===== src/rtl/bcd_counter_n.sv =====
// Multi-digit packed-BCD up/down counter with synchronous clear/load,
// load validation, and either wrap-around or hold-at-limit behaviour.
module bcd_counter_n #(
  parameter int DIGITS   = 3,
  parameter int SATURATE = 0
) (
  input  logic                  clock,
  input  logic                  reset,
  input  logic                  enable,
  input  logic                  up_down,
  input  logic                  clear,
  input  logic                  load,
  input  logic [4*DIGITS-1:0]   load_value,
  output logic [4*DIGITS-1:0]   count,
  output logic                  carry_out,
  output logic                  at_max,
  output logic                  at_zero,
  output logic                  load_error
);

  localparam int W = 4 * DIGITS;

  logic [W-1:0] r_count;
  logic         r_carry;
  logic         r_load_error;

  logic [W-1:0] w_inc;
  logic [W-1:0] w_dec;
  logic         w_all9;
  logic         w_all0;
  logic         w_load_ok;
  logic         w_at_limit;
  logic         w_hold;

  // w_all9 / w_all0 double as the ripple conditions: while walking up the
  // digits they hold "every lower digit is 9 / 0" before being updated.
  always_comb begin
    logic [3:0] v_d;
    w_inc     = r_count;
    w_dec     = r_count;
    w_all9    = 1'b1;
    w_all0    = 1'b1;
    w_load_ok = 1'b1;
    v_d       = 4'd0;
    for (int k = 0; k < DIGITS; k++) begin
      v_d = r_count[4*k +: 4];
      if (w_all9) w_inc[4*k +: 4] = (v_d == 4'd9) ? 4'd0 : v_d + 4'd1;
      if (w_all0) w_dec[4*k +: 4] = (v_d == 4'd0) ? 4'd9 : v_d - 4'd1;
      w_all9 = w_all9 & (v_d == 4'd9);
      w_all0 = w_all0 & (v_d == 4'd0);
      if (load_value[4*k +: 4] > 4'd9) w_load_ok = 1'b0;
    end
  end

  assign w_at_limit = up_down ? w_all9 : w_all0;
  assign w_hold     = w_at_limit && (SATURATE != 0);

  always_ff @(posedge clock or posedge reset) begin
    if (reset) begin
      r_count      <= '0;
      r_carry      <= 1'b0;
      r_load_error <= 1'b0;
    end else begin
      r_carry      <= 1'b0;
      r_load_error <= 1'b0;
      if (clear) begin
        r_count <= '0;
      end else if (load) begin
        if (w_load_ok) r_count      <= load_value;
        else           r_load_error <= 1'b1;
      end else if (enable) begin
        // Wrap and blocked-saturation both report through carry_out.
        r_carry <= w_at_limit;
        if (!w_hold) r_count <= up_down ? w_inc : w_dec;
      end
    end
  end

  assign count      = r_count;
  assign carry_out  = r_carry;
  assign load_error = r_load_error;
  assign at_max     = w_all9;
  assign at_zero    = w_all0;

endmodule


===== config.mk =====
export PLATFORM = sky130hd
export DESIGN_NAME = bcd_counter_n
export DESIGN_NICKNAME = d
export VERILOG_FILES = /design/src/rtl/bcd_counter_n.sv
export SDC_FILE = /design/constraint.sdc
export NUM_CORES = 1
export LEC_CHECK = 0
export ABC_AREA = 1
export BUFFER_PORTS_ARGS = -buffer_cell sky130_fd_sc_hd__buf_2
export CORE_MARGIN = 4
export CORE_UTILIZATION = 50
export DETAILED_ROUTE_END_ITERATION = 12
export PLACE_DENSITY_LB_ADDON = 0.12
export SLEW_MARGIN = 30
export SYNTH_ARGS = -nofsm -noshare
export SYNTH_HDL_FRONTEND = slang
export SYNTH_SLANG_ARGS = --single-unit
export TNS_END_PERCENT = 100

===== constraint.sdc =====
create_clock -name clock -period 2.2 [get_ports clock]
set_clock_uncertainty 0.15 [all_clocks]
set_input_delay 0.11 -clock clock [delete_from_list [all_inputs] [get_ports clock]]
set_output_delay 0.11 -clock clock [all_outputs]
set_load 0.005 [all_outputs]

==> metrics.md, run 1 <==
| Metric | Value |
|---|---|
| Async set-reset flop share out of synthesis | `100%` |
| Via-to-Cell Ratio | `5.11` |
| Post-synth top cells | `nand2_1 (63), nand3_1 (27), nor2_1 (21)` |
| Initial Utilization | `53.8%` |
| Unrepaired setup endpoints after global routing | `no` |
| Global-route wire length before repair | `5.67 mm` |
| CTS Buf Count | `3` |
| WS Path Type | `reg2out` |
| CP Capture Type | `output pin` |
| Main flop type after synthesis | `dfrtp_1` |
| Die width | `60.3 um` |
| Drc violations | `0` |
| Die area | `0.00364 mm^2` |
| Grt met1 use | `30.0%` |
| Clk_lat worst skew | `0.27 ns` |
| Post-cts resize count | `0` |
| Max Slew Vio Count | `0` |
| DP Area | `0.00152 mm^2` |
| Dpl hpwl | `2.62 mm` |
| Avg Cell Area, Syn | `6.43 um^2` |
| Adder-cell area share of the yosys netlist | `3.66%` |
| Worst hold path stage count | `5` |
| Via count | `1,415` |
| Share of cells above drive strength 1 | `28.7%` |
| Post-Synth Simple-Gate Area | `49.5%` |
| Total grt overflow | `0` |
| Clk buf depth | `2` |
| Register area share after synthesis | `25.6%` |
| Worst R2R Path Depth | `11` |
| Vias in the first global route | `1,288` |
| Max Cap Viol | `0` |
| Synth cell types | `25` |
| Clock sink count | `14` |
| #FFs+latches synth | `14` |
| I/O pin total | `34` |
| Run status | `complete, no violations` |
| Fillers | `254` |
| Detailed Route Iter0 Violations | `73` |
| Fin area | `0.00157 mm^2` |
| Post-synth EDFFs | `0` |
| Placer Congestion | `0.869` |
| Area share of the largest cell type after synthesis | `25.6%` |
| XOR/XNOR Fraction of Synth Area | `0%` |
| Worst path arrival time | `1.66 ns` |
| M2 GR Usage | `32.3%` |
| R2r startpoint | `count[0]` |
| Area Overhead vs Synth | `15.0%` |
| Flop-to-flop setup slack | `0.44 ns` |
| Largest family of logic cells by synthesized area | `simple AND/OR/NAND/NOR gates` |
| Tightest Hold Check Type | `in2reg` |
| GR Layer Usage met3 | `1.94%` |
| Die height | `60.3 um` |
| CP Max Fanout | `7` |
| DRT Wirelength | `3.31 mm` |
| Wire per inst | `11.9 um` |
| CORE AREA | `0.00254 mm^2` |
| Min Tclk post-route | `1.92 ns` |
| Final #Nets | `271` |
| Hold_sp | `load_value[4]` |
| FF-to-FF End | `count[7]` |
| Antenna violations before repair | `0` |
| Leak Pwr | `0.000851 uW` |
| Gr busiest metal | `met2` |
| Area leader, netlist | `dfrtp_1` |
| Fin. Hold Viols | `0` |
| Post-CTS Setup Inserts | `0` |
| Mapped Nets | `235` |
| Maximum VDD drop | `0.000463 V` |
| IO Port Bufs | `33` |
| Max_slew headroom | `62.3%` |
| Final setup fails | `0` |
| Layout Cells excl Fill | `277` |
| Yosys Warn Count | `0` |
| H-tree depth | `1` |
| Largest net degree at the start of global routing | `22` |
| Hold EP | `count[4]` |
| Mux cell area share after synthesis | `0%` |
| Final Cycle Share | `87.1%` |
| Complex-gate fraction of the synthesized area | `9.96%` |
| Worst-Margin Slew | `0.565 ns` |
| Placed Cells | `271` |
| Crit path from | `count[0]` |
| Power Dens Cells | `572 mW/mm^2` |
| Total negative slack | `0 ns` |
| Root Driver | `clkbuf_4` |
| Drt pass-1 iters | `4` |
| Startpoint type of the worst setup path | `register` |
| Syn Inst Count | `213` |
| Routed Antenna Nets | `0` |
| Clk pin slew, worst setup/hold paths | `0.09 ns` |
| CTS tree | `yes` |
| Ranking of synthesized cells by area | `dfrtp_1 (26%), nand2_1 (17%), nand3_1 (9.9%)` |
| GR Util All Layers | `20.6%` |
| Most numerous cell in the Yosys netlist | `nand2_1` |
| F_max | `0.522 GHz` |
| Post-Syn Area | `0.00137 mm^2` |
| Required @ worst endpoint | `1.94 ns` |
| N_diodes | `0` |
| Row Count | `18` |
-- area by class of cell --
class	count	area [um^2]	share of cell area, %
multi-input cells	168	863	54.8
clock buffers	3	22.5	1.43
flip-flops and latches	14	350	22.3
inverters	26	105	6.68
well taps	30	37.5	2.38
repair buffers	36	195	12.4
-- cell families (layout without fill, tap and decap cells) --
family	after synthesis	count (layout)
simple gates	140	140
flops	14	14
fa+ha+maj	4	4
buf+inv	31	65
compound gates	24	24
-- timing repair --
action,CTS,global route
endpoints found under the setup margin,0,0
endpoints found under the hold margin,16,0
hold buffers,3,0
-- flip-flops by register name, summed over array words and instances (netlist names) --
signal      count
load_error      1
count          12
carry_out       1
-- placed cells by master, fill, tap and decap left out, types with 2 or more instances in the layout --
| cell type | synthesis | layout |
|---|---|---|
| nand2_1 | 63 | 63 |
| buf_2 | 1 | 33 |
| nand3_1 | 27 | 27 |
| nor2_1 | 21 | 21 |
| inv_1 | 15 | 15 |
| dfrtp_1 | 14 | 14 |
| inv_2 | 9 | 9 |
| o21ai_1 | 8 | 8 |
| o21ai_0 | 8 | 8 |
| nor2_2 | 7 | 7 |
| nand2_2 | 6 | 6 |
| a21oi_1 | 5 | 5 |
| nor2_4 | 4 | 4 |
| ha_1 | 4 | 4 |
| nand3_2 | 3 | 3 |
| nand4_1 | 3 | 3 |
| clkbuf_4 | 0 | 3 |
| dlygate4sd3_1 | 0 | 3 |
| nand2_4 | 2 | 2 |
| or2_0 | 2 | 2 |
| o211ai_1 | 2 | 2 |
-- through the flow --
step,util (%),power (uW),hold slack [ns],worst slack (ns)
final,61.8,900,0.0174,0.285
after global routing,61.8,989,0.0601,0.151
after CTS,61.8,906,0.0161,0.274
after detailed placement,59.8,756,0.0450,0.434
after global placement,59.8,752,0.0416,0.468
after floorplan,-,644,-0.151,0.580
-- worst max-delay path: stages (launching register included) --
cell	delay [ns]
dfrtp_1	0.46
inv_1	0.16
ha_1	0.16
inv_1	0.06
nor3_2	0.13
nand2_1	0.11
nor2_1	0.15
buf_2	0.14
-- worst max-delay path by stage --
| stage | to | slack (ns) | cells past startpoint |
|---|---|---|---|
| global placement | count[11] | 0.47 | 11 |
| global route | at_zero | 0.15 | 7 |
| finish | at_zero | 0.28 | 7 |
| detailed placement | count[7] | 0.43 | 11 |
| floorplan | count[5] | 0.58 | 11 |
| CTS | at_max | 0.27 | 7 |
-- per-layer routing --
layer	routed length, um	part of all wire (%)	vias to the layer above
li1	-	-	749
met5	0	0	-
met2	1440	43	40
met1	1650	50	624
met4	19	0.57	0
met3	203	6.1	2
-- power breakdown --
group / switching [uW] / leakage, uW / internal [uW]
sequential: 68.0 / 0.000182 / 292
clock: 81.9 / 0.0000138 / 63.3
combinational: 240 / 0.000655 / 154
total: 390 / 0.000851 / 510
(Power assumes the default switching activity.)
==> run 2, diff against run 1 <==
- REMOVE_ABC_BUFFERS: not set -> 1
==> run 2 against run 1 <==
- fmax is 1.2% lower
- utilization is 0.93 points higher
- critical endpoint unchanged
- sequential power hardly changed
- sequential share of layout area is 0.33 points lower
- largest power group unchanged
- hold slack worse by 0.0059 ns
- count of clock-buffer cells in the layout is 1 higher
==> metrics.md, run 2 (same netlist as run 1, synthesis figures left out) <==
| Metric | Value |
|---|---|
| Root Driver | `clkbuf_4 (unchanged)` |
| I/O pin total | `34 (unchanged)` |
| Total grt overflow | `0 (unchanged)` |
| Largest net degree at the start of global routing | `22 (unchanged)` |
| Final #Nets | `272 (was 271)` |
| Power Dens Cells | `592 mW/mm^2 (was 572 mW/mm^2)` |
| Total negative slack | `0 ns (unchanged)` |
| GR Util All Layers | `20.1% (was 20.6%)` |
| Hold_sp | `load_value[4] (unchanged)` |
| DP Area | `0.00152 mm^2 (unchanged)` |
| Worst hold path stage count | `5 (unchanged)` |
| Placer Congestion | `0.922 (was 0.869)` |
| Startpoint type of the worst setup path | `register (unchanged)` |
| Leak Pwr | `0.000862 uW (was 0.000851 uW)` |
| Via-to-Cell Ratio | `5.08 (was 5.11)` |
| Die height | `60.3 um (unchanged)` |
| Clock sink count | `14 (unchanged)` |
| Tightest Hold Check Type | `in2reg (unchanged)` |
| Drc violations | `0 (unchanged)` |
| Layout Cells excl Fill | `279 (was 277)` |
| Max FFs per register | `12 (unchanged)` |
| Clk_lat worst skew | `0.28 ns (was 0.27 ns)` |
| Worst-Margin Slew | `0.560 ns (was 0.565 ns)` |
| Required @ worst endpoint | `1.94 ns (about the same)` |
| Die width | `60.3 um (unchanged)` |
| Run status | `complete, no violations (unchanged)` |
| Most common cell after layout, fill and taps aside | `nand2_1 (unchanged)` |
| CORE AREA | `0.00254 mm^2 (unchanged)` |
| CTS Buf Count | `3 (unchanged)` |
| Routed Antenna Nets | `0 (unchanged)` |
| Maximum VDD drop | `0.000410 V (was 0.000463 V)` |
| Via count | `1,416 (was 1,415)` |
| Initial Utilization | `53.8% (unchanged)` |
| Post-CTS Setup Inserts | `0 (unchanged)` |
| Hold buffers post-CTS | `4 (was 3)` |
| H-tree depth | `1 (unchanged)` |
| Max Slew Vio Count | `0 (unchanged)` |
| N_diodes | `0 (unchanged)` |
| DRT Wirelength | `3.36 mm (was 3.31 mm)` |
| Vias in the first global route | `1,273 (was 1,288)` |
| Max_slew headroom | `62.6% (was 62.3%)` |
| Dpl hpwl | `2.60 mm (was 2.62 mm)` |
| Area Overhead vs Synth | `16.7% (was 15.0%)` |
| Min Tclk post-route | `1.94 ns (was 1.92 ns)` |
| CP Capture Type | `output pin (unchanged)` |
| R2r startpoint | `count[0] (unchanged)` |
| Flop-to-flop setup slack | `0.43 ns (was 0.44 ns)` |
| Final Cycle Share | `88.1% (was 87.1%)` |
| Most frequent cells in the layout | `nand2_1 (63), buf_2 (33), nand3_1 (27) (unchanged)` |
| Placed Cells | `271 (unchanged)` |
| CTS tree | `yes (unchanged)` |
| Detailed Route Iter0 Violations | `64 (was 73)` |
| FF-to-FF End | `count[11] (was count[7])` |
| Antenna violations before repair | `0 (unchanged)` |
| Post-cts resize count | `0 (unchanged)` |
| IO Port Bufs | `33 (unchanged)` |
| Core Util, Final | `62.8% (was 61.8%)` |
| WS Path Type | `reg2out (unchanged)` |
| Drt pass-1 iters | `5 (was 4)` |
| Fillers | `267 (was 254)` |
| Wire per inst | `12.0 um (was 11.9 um)` |
| Die area | `0.00364 mm^2 (unchanged)` |
| CP Max Fanout | `7 (unchanged)` |
| Post-route total power | `946 uW (was 900 uW)` |
| Clk pin slew, worst setup/hold paths | `0.09 ns (about the same)` |
| F_max | `0.516 GHz (was 0.522 GHz)` |
| Max Cap Viol | `0 (unchanged)` |
| Final setup fails | `0 (unchanged)` |
| Share of cells above drive strength 1 | `28.9% (was 28.7%)` |
| Fin area | `0.00160 mm^2 (was 0.00157 mm^2)` |
| Unrepaired setup endpoints after global routing | `no (unchanged)` |
| Worst path arrival time | `1.68 ns (was 1.66 ns)` |
| Global-route wire length before repair | `5.62 mm (was 5.67 mm)` |
| Row Count | `18 (unchanged)` |
| Clk buf depth | `2 (unchanged)` |
| Worst R2R Path Depth | `11 (unchanged)` |
| Fin. Hold Viols | `0 (unchanged)` |
| Hold EP | `count[4] (unchanged)` |
run 2: cell count changes in the layout (fill, tap and decap cells not counted):
cell and delta:
dlygate4sd3_1 +1, clkbuf_8 +1
run 2: critical path, stage by stage (launching register included):
cell,delay [ns]
dfrtp_1,0.46
inv_1,0.15
ha_1,0.16
inv_1,0.06
nor3_2,0.15
nand2_1,0.12
nor2_1,0.16
buf_2,0.14
run 2: area by class of cell:
class	instances	area, um^2	share of cell area, %
Inverter	26	105	6.58
Clock buffer	4	36.3	2.27
Sequential cell	14	350	21.9
Tap cell	30	37.5	2.35
Multi-Input combinational cell	168	863	54.0
Timing Repair Buffer	37	205	12.8
run 2: through the flow:
stage,setup WS [ns],hold slack [ns]
finish,0.262,0.0115
CTS,0.303,0.00454
global route,0.153,0.0285
detailed placement,0.459,0.0448
floorplan,0.578,-0.151
global placement,0.477,0.0444
run 2: how the worst max path moves through the flow:
| stage | cells after the start | startpoint | slack (ns) | to |
|---|---|---|---|---|
| floorplan | 11 | count[0] | 0.58 | count[5] |
| global placement | 11 | count[1] | 0.48 | count[5] |
| detailed placement | 11 | count[1] | 0.46 | count[5] |
| CTS | 7 | count[1] | 0.30 | at_max |
| global route | 7 | count[0] | 0.15 | at_zero |
| finish | 7 | count[0] | 0.26 | at_zero |
run 2: layer usage:
metal / track usage, % / up-vias / wire length [um]
met5: 0 / - / 0
met4: 5.38 / 0 / 12
met3: 2.59 / 2 / 139
met2: 33.5 / 31 / 1640
met1: 27.1 / 629 / 1560
li1: - / 754 / -
run 2: power breakdown:
group | internal (uW) | switching, uW | leakage (uW) | total, uW
clock | 101 | 90.8 | 0.0000210 | 191
sequential | 292 | 67.7 | 0.000182 | 360
combinational | 156 | 239 | 0.000659 | 394
total | 548 | 397 | 0.000862 | 946
==> run 3, diff against run 2 <==
--- a/config.mk
+++ b/config.mk
@@ -8,6 +8,8 @@
 export ABC_AREA = 1
 export BUFFER_PORTS_ARGS = -buffer_cell sky130_fd_sc_hd__buf_2
+export CELL_PAD_IN_SITES_DETAIL_PLACEMENT = 1
+export CELL_PAD_IN_SITES_GLOBAL_PLACEMENT = 2
 export CORE_MARGIN = 4
-export CORE_UTILIZATION = 50
+export CORE_UTILIZATION = 28
 export DETAILED_ROUTE_END_ITERATION = 12
 export PLACE_DENSITY_LB_ADDON = 0.12
--- a/constraint.sdc
+++ b/constraint.sdc
@@ -3,3 +3,3 @@
 set_input_delay 0.11 -clock clock [delete_from_list [all_inputs] [get_ports clock]]
 set_output_delay 0.11 -clock clock [all_outputs]
-set_load 0.005 [all_outputs]
+set_load 0.02 [all_outputs]
==> run 3 against run 2 <==
- first-iteration DRC count fell by 6.3%
- routed wire length rose by 30%
- sequential share of layout area fell by 0.60 points
- largest cell class unchanged
==> metrics.md, run 3 (same netlist as run 1, synthesis figures left out) <==
| Metric | Value |
|---|---|
| Post-CTS Setup Inserts | `0 (unchanged)` |
| Fin. Hold Viols | `0 (unchanged)` |
| Fillers | `625 (was 267)` |
| Clk_lat worst skew | `0.25 ns (was 0.28 ns)` |
| Via count | `1,429 (was 1,416)` |
| Routed Antenna Nets | `0 (unchanged)` |
| Most common cell after layout, fill and taps aside | `nand2_1 (unchanged)` |
| Total negative slack | `0 ns (unchanged)` |
| Post-route total power | `1080 uW (was 946 uW)` |
| Antenna violations before repair | `0 (unchanged)` |
| Die width | `77.9 um (was 60.3 um)` |
| CP Max Fanout | `6 (was 7)` |
| Drc violations | `0 (unchanged)` |
| GR Util All Layers | `15.8% (was 20.1%)` |
| Tightest Hold Check Type | `in2reg (unchanged)` |
| Final Cycle Share | `89.3% (was 88.1%)` |
| N_diodes | `0 (unchanged)` |
| Max Cap Viol | `0 (unchanged)` |
| Global-route wire length before repair | `7.79 mm (was 5.62 mm)` |
| Area Overhead vs Synth | `20.0% (was 16.7%)` |
| Detailed Route Iter0 Violations | `60 (was 64)` |
| FF-to-FF End | `count[7] (was count[11])` |
| Initial Utilization | `29.0% (was 53.8%)` |
| Final setup fails | `0 (unchanged)` |
| Power Dens Cells | `659 mW/mm^2 (was 592 mW/mm^2)` |
| CTS Buf Count | `3 (unchanged)` |
| Max FFs per register | `12 (unchanged)` |
| Most frequent cells in the layout | `nand2_1 (63), buf_2 (33), nand3_1 (27) (unchanged)` |
| Root Driver | `clkbuf_8 (was clkbuf_4)` |
| I/O pin total | `34 (unchanged)` |
| Final #Nets | `270 (was 272)` |
| Clock sink count | `14 (unchanged)` |
| DRT Wirelength | `4.37 mm (was 3.36 mm)` |
| Maximum VDD drop | `0.000273 V (was 0.000410 V)` |
| Max Slew Vio Count | `0 (unchanged)` |
| CP Capture Type | `output pin (unchanged)` |
| Crit path from | `count[1] (was count[0])` |
| Share of cells above drive strength 1 | `29.1% (was 28.9%)` |
| Worst-Margin Slew | `0.636 ns (was 0.560 ns)` |
| Die area | `0.00607 mm^2 (was 0.00364 mm^2)` |
| Leak Pwr | `0.000861 uW (was 0.000862 uW)` |
| Total area of sequential cells | `350 um^2 (unchanged)` |
| R2r startpoint | `count[1] (was count[0])` |
| Worst setup endpoint | `at_max (was at_zero)` |
| Area occupied by multi-input gates | `863 um^2 (unchanged)` |
| Clk buf depth | `2 (unchanged)` |
| Total grt overflow | `0 (unchanged)` |
| Flop-to-flop setup slack | `0.41 ns (was 0.43 ns)` |
| IO Port Bufs | `33 (unchanged)` |
| Startpoint type of the worst setup path | `register (unchanged)` |
| Hold_sp | `load_value[8] (was load_value[4])` |
| Drt pass-1 iters | `4 (was 5)` |
| Clk pin slew, worst setup/hold paths | `0.07 ns (was 0.09 ns)` |
| Vias in the first global route | `1,537 (was 1,273)` |
| Min Tclk post-route | `1.97 ns (was 1.94 ns)` |
| Largest net degree at the start of global routing | `22 (unchanged)` |
| Worst R2R Path Depth | `11 (unchanged)` |
| Dpl hpwl | `3.45 mm (was 2.60 mm)` |
| Die height | `77.9 um (was 60.3 um)` |
| Max_slew headroom | `57.6% (was 62.6%)` |
| Wire per inst | `13.9 um (was 12.0 um)` |
| Unrepaired setup endpoints after global routing | `no (unchanged)` |
| Worst path arrival time | `1.71 ns (was 1.68 ns)` |
| Via-to-Cell Ratio | `4.55 (was 5.08)` |
| F_max | `0.509 GHz (was 0.516 GHz)` |
| Run status | `complete, no violations (unchanged)` |
| CORE AREA | `0.00472 mm^2 (was 0.00254 mm^2)` |
| WS Path Type | `reg2out (unchanged)` |
| Row Count | `25 (was 18)` |
| Required @ worst endpoint | `1.94 ns (about the same)` |
| Placer Congestion | `0.807 (was 0.922)` |
| H-tree depth | `1 (unchanged)` |
| CTS tree | `yes (unchanged)` |
==> run 3: cell count changes in the layout (fill, tap and decap cells not counted) <==
cell / change
clkbuf_4: -3
dlygate4sd3_1: -2
clkbuf_8: +3
==> run 3: worst max-delay path, cell delays in order, from the launching register on <==
cell and delay [ns]:
dfrtp_1 0.44, inv_1 0.15, ha_1 0.21, nand2_4 0.06, nor2_2 0.12, nand2_1 0.10, nor2_1 0.17, buf_2 0.20
==> run 3: worst min path at each step <==
| stage | endpoint | cells past startpoint |
|---|---|---|
| 2_1_floorplan | carry_out | 1 |
| 3_3_place_gp | count[7] | 2 |
| 3_5_place_dp | load_error | 2 |
| 4_1_cts | count[8] | 5 |
| 5_1_grt | carry_out | 3 |
| 6_report | count[8] | 5 |
==> run 3: power breakdown <==
group / leakage [uW] / switching, uW / internal [uW]
Sequential: 0.000182 / 70.8 / 292
Clock: 0.0000288 / 111 / 159
Combinational: 0.000651 / 296 / 154
==> run 3: what timing repair did <==
item,4_1_cts,5_1_grt
endpoints found under the hold margin,15,0
resized for setup,0,0
hold buffers,2,0
endpoints found under the setup margin,0,0
==> run 3: final cells by class <==
type                            count  area share [%]
Multi-Input combinational cell    168            52.6
Inverter                           26            6.40
Timing Repair Buffer               35            11.3
Clock buffer                        4            3.35
Tap cell                           67            5.10
Sequential cell                    14            21.3
==> run 3: metal layers <==
layer | up-vias | GRT usage, % | wire length, um
met3 | 2 | 2.55 | 146
met2 | 26 | 27.7 | 2110
met4 | 0 | 2.80 | 19
met1 | 652 | 20.6 | 2090
li1 | 749 | - | -
met5 | - | 0 | 0
==> run 3: stage by stage <==
| step | instance area (um^2) | cells | hold WS [ns] | setup WS (ns) | utilization, % |
|---|---|---|---|---|---|
| 5_1_grt | 1640 | 314 | 0.0622 | 0.0885 | 34.8 |
| 3_3_place_gp | 1570 | 308 | 0.0875 | 0.428 | 33.2 |
| 3_5_place_dp | 1570 | 308 | 0.0854 | 0.416 | 33.2 |
| 6_report | 1640 | 314 | 0.0325 | 0.235 | 34.8 |
| 2_1_floorplan | 1320 | 208 | -0.151 | 0.386 | - |
| 4_1_cts | 1640 | 314 | 0.0297 | 0.205 | 34.8 |
